===== config.mk =====
export PLATFORM = sky130hd
export DESIGN_NAME = dmem_arbiter_flat
export DESIGN_NICKNAME = d
export VERILOG_FILES = /design/src/rtl/dmem_arbiter_if.sv /design/src/rtl/dmem_arbiter.sv /design/src/flat_wrapper.sv
export SDC_FILE = /design/constraint.sdc
export NUM_CORES = 1
export LEC_CHECK = 0
export ABC_CLOCK_PERIOD_IN_PS = 3900
export BUFFER_PORTS_ARGS = -buffer_cell sky130_fd_sc_hd__buf_4
export CAP_MARGIN = 20
export CORE_AREA = 2 2 120 122
export CTS_CLUSTER_DIAMETER = 80
export DETAILED_ROUTE_END_ITERATION = 10
export DIE_AREA = 0 0 122 124
export PLACE_DENSITY_LB_ADDON = 0.05
export SYNTH_ARGS = -nofsm -noshare
export SYNTH_HDL_FRONTEND = slang
export SYNTH_SLANG_ARGS = --single-unit

===== constraint.sdc =====
create_clock -name clk -period 3.9 [get_ports clk]
set_input_delay 0.585 -clock clk [delete_from_list [all_inputs] [get_ports clk]]
set_output_delay 0.585 -clock clk [all_outputs]
set_load 0.02 [all_outputs]

===== src/rtl/dmem_arbiter_if.sv =====
// Bundle of the two requester ports and the data-memory port of dmem_arbiter.
// Requester handshake: req is held until a one-cycle gnt; completion is a one-cycle rvalid carrying rdata/err.
interface dmem_arbiter_if #(
  parameter int ADDR_W = 32,
  parameter int DATA_W = 32
);
  logic              p0_req;
  logic              p0_we;
  logic [ADDR_W-1:0] p0_addr;
  logic [DATA_W-1:0] p0_wdata;
  logic              p0_gnt;
  logic              p0_rvalid;
  logic [DATA_W-1:0] p0_rdata;
  logic              p0_err;

  logic              p1_req;
  logic              p1_we;
  logic [ADDR_W-1:0] p1_addr;
  logic [DATA_W-1:0] p1_wdata;
  logic              p1_gnt;
  logic              p1_rvalid;
  logic [DATA_W-1:0] p1_rdata;
  logic              p1_err;

  logic [ADDR_W-1:0] mem_addr;
  logic [DATA_W-1:0] mem_wdata;
  logic              mem_read;
  logic              mem_write;
  logic [DATA_W-1:0] mem_rdata;

  // Requesters and the memory model sit on the master side.
  modport master (
    output p0_req, p0_we, p0_addr, p0_wdata,
    input  p0_gnt, p0_rvalid, p0_rdata, p0_err,
    output p1_req, p1_we, p1_addr, p1_wdata,
    input  p1_gnt, p1_rvalid, p1_rdata, p1_err,
    input  mem_addr, mem_wdata, mem_read, mem_write,
    output mem_rdata
  );

  modport slave (
    input  p0_req, p0_we, p0_addr, p0_wdata,
    output p0_gnt, p0_rvalid, p0_rdata, p0_err,
    input  p1_req, p1_we, p1_addr, p1_wdata,
    output p1_gnt, p1_rvalid, p1_rdata, p1_err,
    output mem_addr, mem_wdata, mem_read, mem_write,
    input  mem_rdata
  );
endinterface


===== src/rtl/dmem_arbiter.sv =====
// Two-port round-robin arbiter for a single-ported data memory.
// One word access per three cycles: IDLE samples, ACCESS touches memory, RESP reports.
module dmem_arbiter #(
  parameter int ADDR_W = 32,
  parameter int DATA_W = 32
) (
  input  logic          clk,
  input  logic          rst,
  dmem_arbiter_if.slave bus,
  output logic [1:0]    dbg_state
);

  typedef enum logic [1:0] {
    IDLE   = 2'd0,
    ACCESS = 2'd1,
    RESP   = 2'd2
  } state_t;

  state_t            state;
  state_t            state_nxt;

  logic              owner;
  logic              last_gnt;
  logic              win;
  logic              any_req;

  logic              lat_we;
  logic [ADDR_W-1:0] lat_addr;
  logic [DATA_W-1:0] lat_wdata;
  logic              err_q;
  logic [DATA_W-1:0] rdata_q;

  logic              aligned;
  logic [1:0]        gnt_vec;
  logic [1:0]        rvalid_vec;
  logic              mem_read_c;
  logic              mem_write_c;

  assign any_req = bus.p0_req | bus.p1_req;
  assign aligned = (lat_addr[1:0] == 2'b00);

  // On a tie the port that was not granted last takes the slot.
  always_comb begin
    win = 1'b0;
    if (bus.p0_req && bus.p1_req) begin
      win = ~last_gnt;
    end else if (bus.p1_req) begin
      win = 1'b1;
    end
  end

  always_ff @(posedge clk) begin
    if (rst) begin
      state <= IDLE;
    end else begin
      state <= state_nxt;
    end
  end

  always_comb begin
    state_nxt   = state;
    gnt_vec     = 2'b00;
    rvalid_vec  = 2'b00;
    mem_read_c  = 1'b0;
    mem_write_c = 1'b0;
    case (state)
      IDLE: begin
        if (any_req) begin
          state_nxt = ACCESS;
        end
      end
      ACCESS: begin
        state_nxt        = RESP;
        gnt_vec[owner]   = 1'b1;
        mem_read_c       = aligned & ~lat_we;
        mem_write_c      = aligned & lat_we;
      end
      RESP: begin
        state_nxt         = IDLE;
        rvalid_vec[owner] = 1'b1;
      end
      default: begin
        state_nxt = IDLE;
      end
    endcase
    // Reset wins over an in-flight transaction, including its memory write.
    if (rst) begin
      gnt_vec     = 2'b00;
      rvalid_vec  = 2'b00;
      mem_read_c  = 1'b0;
      mem_write_c = 1'b0;
    end
  end

  always_ff @(posedge clk) begin
    if (rst) begin
      owner     <= 1'b0;
      last_gnt  <= 1'b1;
      lat_we    <= 1'b0;
      lat_addr  <= '0;
      lat_wdata <= '0;
      err_q     <= 1'b0;
      rdata_q   <= '0;
    end else begin
      case (state)
        IDLE: begin
          if (any_req) begin
            owner     <= win;
            last_gnt  <= win;
            lat_we    <= win ? bus.p1_we    : bus.p0_we;
            lat_addr  <= win ? bus.p1_addr  : bus.p0_addr;
            lat_wdata <= win ? bus.p1_wdata : bus.p0_wdata;
            err_q     <= 1'b0;
            rdata_q   <= '0;
          end
        end
        ACCESS: begin
          err_q   <= ~aligned;
          rdata_q <= mem_read_c ? bus.mem_rdata : '0;
        end
        default: begin
        end
      endcase
    end
  end

  assign bus.mem_read  = mem_read_c;
  assign bus.mem_write = mem_write_c;
  assign bus.mem_addr  = (mem_read_c | mem_write_c) ? lat_addr  : '0;
  assign bus.mem_wdata = (mem_read_c | mem_write_c) ? lat_wdata : '0;

  assign bus.p0_gnt    = gnt_vec[0];
  assign bus.p1_gnt    = gnt_vec[1];
  assign bus.p0_rvalid = rvalid_vec[0];
  assign bus.p1_rvalid = rvalid_vec[1];
  assign bus.p0_rdata  = rvalid_vec[0] ? rdata_q : '0;
  assign bus.p1_rdata  = rvalid_vec[1] ? rdata_q : '0;
  assign bus.p0_err    = rvalid_vec[0] & err_q;
  assign bus.p1_err    = rvalid_vec[1] & err_q;

  assign dbg_state = state;

  // Exclusivity and state-qualification of the handshake outputs.
  a_one_gnt: assert property (@(posedge clk) disable iff (rst)
    !(bus.p0_gnt && bus.p1_gnt));
  a_one_op: assert property (@(posedge clk) disable iff (rst)
    !(bus.mem_read && bus.mem_write));
  a_gnt_in_access: assert property (@(posedge clk) disable iff (rst)
    (bus.p0_gnt || bus.p1_gnt) |-> (state == ACCESS));
  a_rvalid_in_resp: assert property (@(posedge clk) disable iff (rst)
    (bus.p0_rvalid || bus.p1_rvalid) |-> (state == RESP));

endmodule


===== src/flat_wrapper.sv =====
// flat-port wrapper written by rule: the top's interface ports become plain ports
module dmem_arbiter_flat 
#(
  parameter int ADDR_W = 32,
  parameter int DATA_W = 32
)
  (clk, rst, dbg_state, bus_p0_req, bus_p0_we, bus_p0_addr, bus_p0_wdata, bus_p0_gnt, bus_p0_rvalid, bus_p0_rdata, bus_p0_err, bus_p1_req, bus_p1_we, bus_p1_addr, bus_p1_wdata, bus_p1_gnt, bus_p1_rvalid, bus_p1_rdata, bus_p1_err, bus_mem_addr, bus_mem_wdata, bus_mem_read, bus_mem_write, bus_mem_rdata);
  dmem_arbiter_if #(.ADDR_W(ADDR_W), .DATA_W(DATA_W)) bus_i ();
  input  logic clk;
  input  logic rst;
  output logic [1:0] dbg_state;
  input wire logic [$bits(bus_i.p0_req)-1:0] bus_p0_req;
  input wire logic [$bits(bus_i.p0_we)-1:0] bus_p0_we;
  input wire logic [$bits(bus_i.p0_addr)-1:0] bus_p0_addr;
  input wire logic [$bits(bus_i.p0_wdata)-1:0] bus_p0_wdata;
  output wire logic [$bits(bus_i.p0_gnt)-1:0] bus_p0_gnt;
  output wire logic [$bits(bus_i.p0_rvalid)-1:0] bus_p0_rvalid;
  output wire logic [$bits(bus_i.p0_rdata)-1:0] bus_p0_rdata;
  output wire logic [$bits(bus_i.p0_err)-1:0] bus_p0_err;
  input wire logic [$bits(bus_i.p1_req)-1:0] bus_p1_req;
  input wire logic [$bits(bus_i.p1_we)-1:0] bus_p1_we;
  input wire logic [$bits(bus_i.p1_addr)-1:0] bus_p1_addr;
  input wire logic [$bits(bus_i.p1_wdata)-1:0] bus_p1_wdata;
  output wire logic [$bits(bus_i.p1_gnt)-1:0] bus_p1_gnt;
  output wire logic [$bits(bus_i.p1_rvalid)-1:0] bus_p1_rvalid;
  output wire logic [$bits(bus_i.p1_rdata)-1:0] bus_p1_rdata;
  output wire logic [$bits(bus_i.p1_err)-1:0] bus_p1_err;
  output wire logic [$bits(bus_i.mem_addr)-1:0] bus_mem_addr;
  output wire logic [$bits(bus_i.mem_wdata)-1:0] bus_mem_wdata;
  output wire logic [$bits(bus_i.mem_read)-1:0] bus_mem_read;
  output wire logic [$bits(bus_i.mem_write)-1:0] bus_mem_write;
  input wire logic [$bits(bus_i.mem_rdata)-1:0] bus_mem_rdata;
  assign bus_i.p0_req = bus_p0_req;
  assign bus_i.p0_we = bus_p0_we;
  assign bus_i.p0_addr = bus_p0_addr;
  assign bus_i.p0_wdata = bus_p0_wdata;
  assign bus_p0_gnt = bus_i.p0_gnt;
  assign bus_p0_rvalid = bus_i.p0_rvalid;
  assign bus_p0_rdata = bus_i.p0_rdata;
  assign bus_p0_err = bus_i.p0_err;
  assign bus_i.p1_req = bus_p1_req;
  assign bus_i.p1_we = bus_p1_we;
  assign bus_i.p1_addr = bus_p1_addr;
  assign bus_i.p1_wdata = bus_p1_wdata;
  assign bus_p1_gnt = bus_i.p1_gnt;
  assign bus_p1_rvalid = bus_i.p1_rvalid;
  assign bus_p1_rdata = bus_i.p1_rdata;
  assign bus_p1_err = bus_i.p1_err;
  assign bus_mem_addr = bus_i.mem_addr;
  assign bus_mem_wdata = bus_i.mem_wdata;
  assign bus_mem_read = bus_i.mem_read;
  assign bus_mem_write = bus_i.mem_write;
  assign bus_i.mem_rdata = bus_mem_rdata;
  dmem_arbiter #(.ADDR_W(ADDR_W), .DATA_W(DATA_W)) u_core (.clk(clk), .rst(rst), .bus(bus_i), .dbg_state(dbg_state));
endmodule

==> flow_summary.json, run 1 <==
{
  "seq_power_share_pct": 46.2,
  "io_pins": 304,
  "rsz0062_at_grt": "no",
  "ys_ff_latch": 102,
  "startpoint_type": "flip-flop",
  "antenna_cells_inserted": 0,
  "mappedNetlistArea_um2": 5000,
  "fin_crit_sh_pct": 78.04,
  "max_slew_margin_pct": 37.15,
  "clkLatencyLatePin_ns": 0.34,
  "cts_root_buffer": "clkbuf_16",
  "cts_setup_buffers": 0,
  "gr-usage-met2_pct": 39.14,
  "crit_path_end_kind": "output pin",
  "finalHoldViolations": 0,
  "fill_cells": 1312,
  "die_w_um": 122,
  "ir_drop_v": 0.0002043,
  "use_met3_pct": 4.899,
  "power_frac_clock_pct": 33.9,
  "clk_path_buf_depth": 2,
  "internal-power_mw": 1.899,
  "finalPower_mw": 2.601,
  "drive_gt1_share_pct": 38.02,
  "post-place-cells": 1046,
  "hold-worst-slack_ns": 0.4620,
  "area_delta_synth_final_pct": 52.63,
  "grt-busiest-layer": "met2",
  "grt_usage_pct": 21.91,
  "async_flop_share_pct": 0,
  "clock_skew_ns": 0.005751,
  "grt_max_degree": 69,
  "htreeDepth": 3,
  "period_minus_slack_ns": 3.043,
  "post-place-ws_ns": 0.9472,
  "slowest_stage": "dfxtp_1",
  "worstMarginPinSlew_ns": 0.9428,
  "core_area_um2": 13720,
  "ant_nets": 0,
  "finalSetupViolCount": 0,
  "grt_pass1_wl_um": 26140,
  "critPathTopFamily": "simple AND/OR/NAND/NOR gates",
  "critPathMaxStageDelay_ns": 0.53,
  "placed_area_um2": 7347,
  "dr.pass1.iters": 5,
  "cts-hold-fix-buffers": 0,
  "setup_slack_ns": 0.8566,
  "hpwl_um": 12440,
  "vias": 5453,
  "drcViolationCount": 0,
  "synth_edf_count": 0,
  "worst_ep_arrival_time_ns": 2.46,
  "fin_area_um2": 7631,
  "synth_sequential_area_ratio_pct": 40.84,
  "cts_tree": "yes",
  "ys_warn_count": 0,
  "critical_path_buf_inv_count": 2,
  "postCtsResizedCells": 0,
  "yosysUniqueCellTypes": 27,
  "hold_path_class": "input pin to flip-flop",
  "fin_setup_tns_ns": 0,
  "p_sw_uw": 701.4,
  "cts.sinks": 102,
  "clk_pin_slew_ns": 0.06,
  "grt_use_met1_pct": 25.50,
  "cp.required_ns": 3.31,
  "maxCapViolations": 0,
  "nets": 1043,
  "powerDensity_nw_per_um2": 340.8,
  "cp_max_fo": 46,
  "cts_buffers": 9,
  "grt_pass1_vias": 5079,
  "antenna_found_initial": 0,
  "start_util_pct": 36.44,
  "wl_um": 17730,
  "path_class": "flip-flop to output pin",
  "overflow": 0,
  "finalNonFillerCells": 1061,
  "p_comb_share_pct": 19.9,
  "routed_via_density": 5.139,
  "io_buffers": 301,
  "synth_flop_cell": "dfxtp_1",
  "outcome": "completed",
  "synth.avg_cell_area_um2": 8.090,
  "slew_violations": 0,
  "max_clock_freq_mhz": 328.6,
  "leakage_nw": 3.584,
  "wl_per_cell_um": 16.71,
  "drt_iter0_drc": 297,
  "gp_routability_congestion": 0.8518,
  "rows": 43,
  "syn_inst": 618,
  "finalCoreUtilization_pct": 55.62,
  "dieArea_um2": 15130,
  "switching_share_pct": 26.97,
  "die_h_um": 124,
  "cp_cell_sequence": "or3b_4, nor3_4, buf_12, and2_1, buf_4"
}
[path summary, 6_finish.rpt]
| check | from | to | cells past startpoint | slack (ns) |
|---|---|---|---|---|
| hold reg to reg | u_core.rdata_q[25] | u_core.rdata_q[25] | 1 | 0.49 |
| setup / recovery | u_core.dbg_state[0] | bus_mem_wdata[10] | 5 | 0.86 |
| hold / removal | bus_mem_rdata[26] | u_core.rdata_q[26] | 2 | 0.46 |
| setup reg to reg | u_core.last_gnt | u_core.lat_addr[28] | 4 | 1.86 |
[metal layers]
| metal | vias up | wire length, µm |
|---|---|---|
| li1 | 2668 | - |
| met2 | 217 | 9042 |
| met1 | 2537 | 6885 |
| met5 | - | 0 |
| met4 | 0 | 421 |
| met3 | 31 | 1384 |
[cells in the mapped netlist, drive strengths merged, types with 2 or more instances]
library cell / number / area, µm²
and2: 131 / 819.5
buf: 24 / 122.6
inv: 4 / 15.01
a21oi: 68 / 340.3
a22o: 32 / 280.3
o21ai: 2 / 10.01
a311oi: 65 / 569.3
nor2: 2 / 7.510
nor4: 2 / 33.78
dfxtp: 102 / 2042
clkbuf: 41 / 153.9
nand2: 132 / 495.5
a21bo: 2 / 20.02
[worst reg2reg max path, cell delays in order (launching register included)]
cell	delay [ns]
dfxtp_1	0.41
a21bo_2	0.72
buf_4	0.44
nand2_1	0.12
a311oi_1	0.27
[cells by family after synthesis]
group	synth area share (%)
buffers and inverters	5.831
and+or+nand+nor	28.40
AOI/OAI and AO/OA	24.85
other	0.07500
DFF	40.84
[cell type report]
cell class | count | area (µm²) | share of cell area, %
Tap cell | 180 | 225.2 | 2.951
Clock inverter | 1 | 30.03 | 0.3935
Inverter | 4 | 15.01 | 0.1968
Multi-Input combinational cell | 448 | 2703 | 35.42
Clock buffer | 14 | 254.0 | 3.328
Timing Repair Buffer | 312 | 2362 | 30.96
Sequential cell | 102 | 2042 | 26.76
[registers in the layout (all words and copies together) (netlist names)]
name              cells
u_core.lat_addr      32
u_core.lat_wdata     32
u_core.rdata_q       32
u_core.dbg_state      2
u_core.err_q          1
u_core.last_gnt       1
u_core.lat_we         1
u_core.owner          1
[cell usage in the layout (no fill, tap or decap), types with 2 or more instances in the layout]
cell,count
clkbuf_16,9
a22o_1,32
a21bo_2,2
a21oi_1,67
a311oi_1,65
buf_4,310
inv_1,4
o21ai_0,2
conb_1,2
and2_1,130
clkbuf_1,4
dfxtp_1,102
nand2_1,132
nor4_4,2
[power groups by stage]
stage                     clock, mW  sequential [mW]  combinational, mW
after floorplan                   0             1.20              0.299
after global placement            0             1.22              0.506
after detailed placement          0             1.22              0.518
after CTS                     0.910             1.20              0.519
after global routing          0.942             1.21              0.569
final                         0.882             1.20              0.517
Power figures use the tool's default switching activity.
==> run 2, diff against run 1 <==
Settings changed: ABC_AREA set to 1, ABC_CLOCK_PERIOD_IN_PS 3900 to 2700, CORE_AREA 2 2 120 122 to unset, CORE_ASPECT_RATIO set to 1.5, CORE_MARGIN set to 2, CORE_UTILIZATION set to 41, DIE_AREA 0 0 122 124 to unset.
Clock period 3.9 ns to 2.7 ns, I/O delays scaled along.
==> run 2 against run 1 <==
Clock-buffer cell count shrank 3. Worst hold slack got worse by 0.13 ns. Non-clock buffer count up 2. Cell area up 9.0%. Combinational power rose by 73%. Power is 46% higher.
==> flow_summary.json, run 2 <==
{
  "finalCoreUtilization_pct": 59.74,
  "yosysMostFrequentCell": "nor2_1",
  "leakage_nw": 4.258,
  "drcViolationCount": 0,
  "cts_tree": "yes",
  "r2r-end": "u_core.lat_addr[4]",
  "async_flop_share_pct": 0,
  "yosysUniqueCellTypes": 18,
  "setup_slack_ns": 0.4470,
  "mappedNetlistArea_um2": 5789,
  "cp-startpoint": "u_core.dbg_state[0]",
  "worstHoldEndpoint": "u_core.rdata_q[20]",
  "outcome": "completed",
  "powerDensity_nw_per_um2": 455.4,
  "cts_root_buffer": "clkbuf_16",
  "post-place-ws_ns": 0.6245,
  "slew_violations": 0,
  "startpoint_type": "flip-flop",
  "fin_area_um2": 8319,
  "area_delta_synth_final_pct": 43.70,
  "finalNonFillerCells": 1415,
  "cp_max_fo": 40,
  "cts_buffers": 9,
  "worst_ep_arrival_time_ns": 1.85,
  "die_h_um": 149.5,
  "clock_skew_ns": 0.005433,
  "synth_area_leaders": "dfxtp_1 (35%), nor2_1 (22%), inv_1 (15%)",
  "finalPower_mw": 3.788,
  "final_cell_mix": "nor2_1 (331), buf_4 (311), inv_1 (234), o21ai_0 (126), dfxtp_1 (102)",
  "critical_path_buf_inv_count": 2,
  "rows": 53,
  "r2r_start": "u_core.last_gnt",
  "fill_cells": 1493,
  "io_buffers": 301,
  "drt_iter0_drc": 197,
  "dieArea_um2": 15110,
  "wl_per_cell_um": 12.37,
  "r2r_slack_ns": 1.05,
  "largest_registers": "u_core.lat_addr: 32 flops, u_core.lat_wdata: 32 flops, u_core.rdata_q: 32 flops",
  "synth_flop_cell": "dfxtp_1",
  "hold_path_class": "input pin to flip-flop",
  "clk_pin_slew_ns": 0.07,
  "finalSetupViolCount": 0,
  "ant_nets": 0,
  "hp-start": "bus_mem_rdata[20]",
  "synth_edf_count": 0,
  "rsz0062_at_grt": "no",
  "synth_sequential_area_ratio_pct": 35.27,
  "synth_top_cell_by_area": "dfxtp_1",
  "multiInputGateArea_um2": 2517,
  "path_class": "flip-flop to output pin",
  "placed_area_um2": 8050,
  "die_w_um": 101.0,
  "routed_via_density": 4.613,
  "fin_crit_sh_pct": 83.44,
  "core_area_um2": 13930,
  "fin_setup_tns_ns": 0,
  "hpwl_um": 12490,
  "antenna_found_initial": 0,
  "grt_max_degree": 92,
  "maxCapViolations": 0,
  "ys_ff_latch": 102,
  "slowest_stage": "dfxtp_1",
  "postCtsResizedCells": 0,
  "finalHoldViolations": 0,
  "dr.pass1.iters": 6,
  "holdPathStages": 3,
  "wl_um": 17500,
  "r2r_cells": 6,
  "max_clock_freq_mhz": 443.9,
  "crit_path_end_kind": "output pin",
  "critPathTopFamily": "simple AND/OR/NAND/NOR gates",
  "start_util_pct": 41.57,
  "cts-hold-fix-buffers": 0,
  "post-place-cells": 1399,
  "cts_setup_buffers": 0,
  "htreeDepth": 3,
  "final_common_cell": "nor2_1",
  "syn_inst": 984,
  "nets": 1411,
  "grt_usage_pct": 22.01,
  "worstMarginPinSlew_ns": 0.6511,
  "clk_path_buf_depth": 2,
  "critPathMaxStageDelay_ns": 0.43,
  "clkLatencyLatePin_ns": 0.34,
  "netlist_top_cells_count": "nor2_1 (332), inv_1 (235), o21ai_0 (126)",
  "vias": 6527,
  "synth.avg_cell_area_um2": 5.883,
  "hold-worst-slack_ns": 0.3361,
  "max_slew_margin_pct": 56.49,
  "ys_warn_count": 0,
  "cts.sinks": 102,
  "grt_pass1_vias": 5571,
  "regArea_um2": 2042,
  "drive_gt1_share_pct": 26.96,
  "yosys.area.top_type_share_pct": 35.27,
  "ir_drop_v": 0.0002698,
  "overflow": 0,
  "cp.required_ns": 2.30,
  "cp_cell_sequence": "nand2_2, nor2_8, nand3_4, buf_12, nor2_1, buf_4",
  "grt_pass1_wl_um": 26720,
  "antenna_cells_inserted": 0,
  "period_minus_slack_ns": 2.253,
  "gp_routability_congestion": 0.8039,
  "io_pins": 304
}
run 2: cell count changes in the layout (fill, tap and decap cells not counted), sizes merged, moves of 69 or more:
cell,delta
o21ai,+128
and2,-131
nand3,+69
inv,+233
nor2,+332
nand2,-121
run 2: routing by layer:
layer | up-vias | track usage (%) | share of wire [%]
met5 | - | 0 | 0
met2 | 219 | 38.60 | 50
li1 | 3422 | - | -
met4 | 0 | 10.20 | 3.3
met1 | 2854 | 25.70 | 40
met3 | 32 | 3.923 | 6.8
run 2: worst min-delay path, stage by stage:
cell and delay [ns]:
buf_4 0.11, nand3_1 0.06, a21oi_1 0.05
run 2: report_power, final:
group | switching, mW | internal, mW
clock | 0.569 | 0.626
combinational | 0.516 | 0.376
sequential | 0.0656 | 1.64
total | 1.15 | 2.64
run 2: kinds of logic after synthesis:
group                  synth area share [%]
AOI/OAI and AO/OA                     14.18
buffers and inverters                 21.48
DFF                                   35.27
other                               0.06477
and+or+nand+nor                       29.00
run 2: final cells by class:
cell class | instances | area share [%]
multi-input combinational | 581 | 30.26
timing repair buffer | 314 | 28.79
sequential | 102 | 24.55
inverter | 237 | 10.69
clock buffer | 11 | 2.797
tap | 165 | 2.482
clock inverter | 5 | 0.4362
run 2: worst max-delay path by stage:
stage / end / slack, ns / depth (start not counted)
floorplan: bus_mem_addr[10] / 0.85 / 5
CTS: bus_mem_addr[16] / 0.40 / 6
detailed placement: bus_mem_addr[16] / 0.62 / 6
global route: bus_mem_wdata[17] / 0.29 / 6
finish: bus_mem_addr[16] / 0.45 / 6
global placement: bus_mem_addr[20] / 0.65 / 6
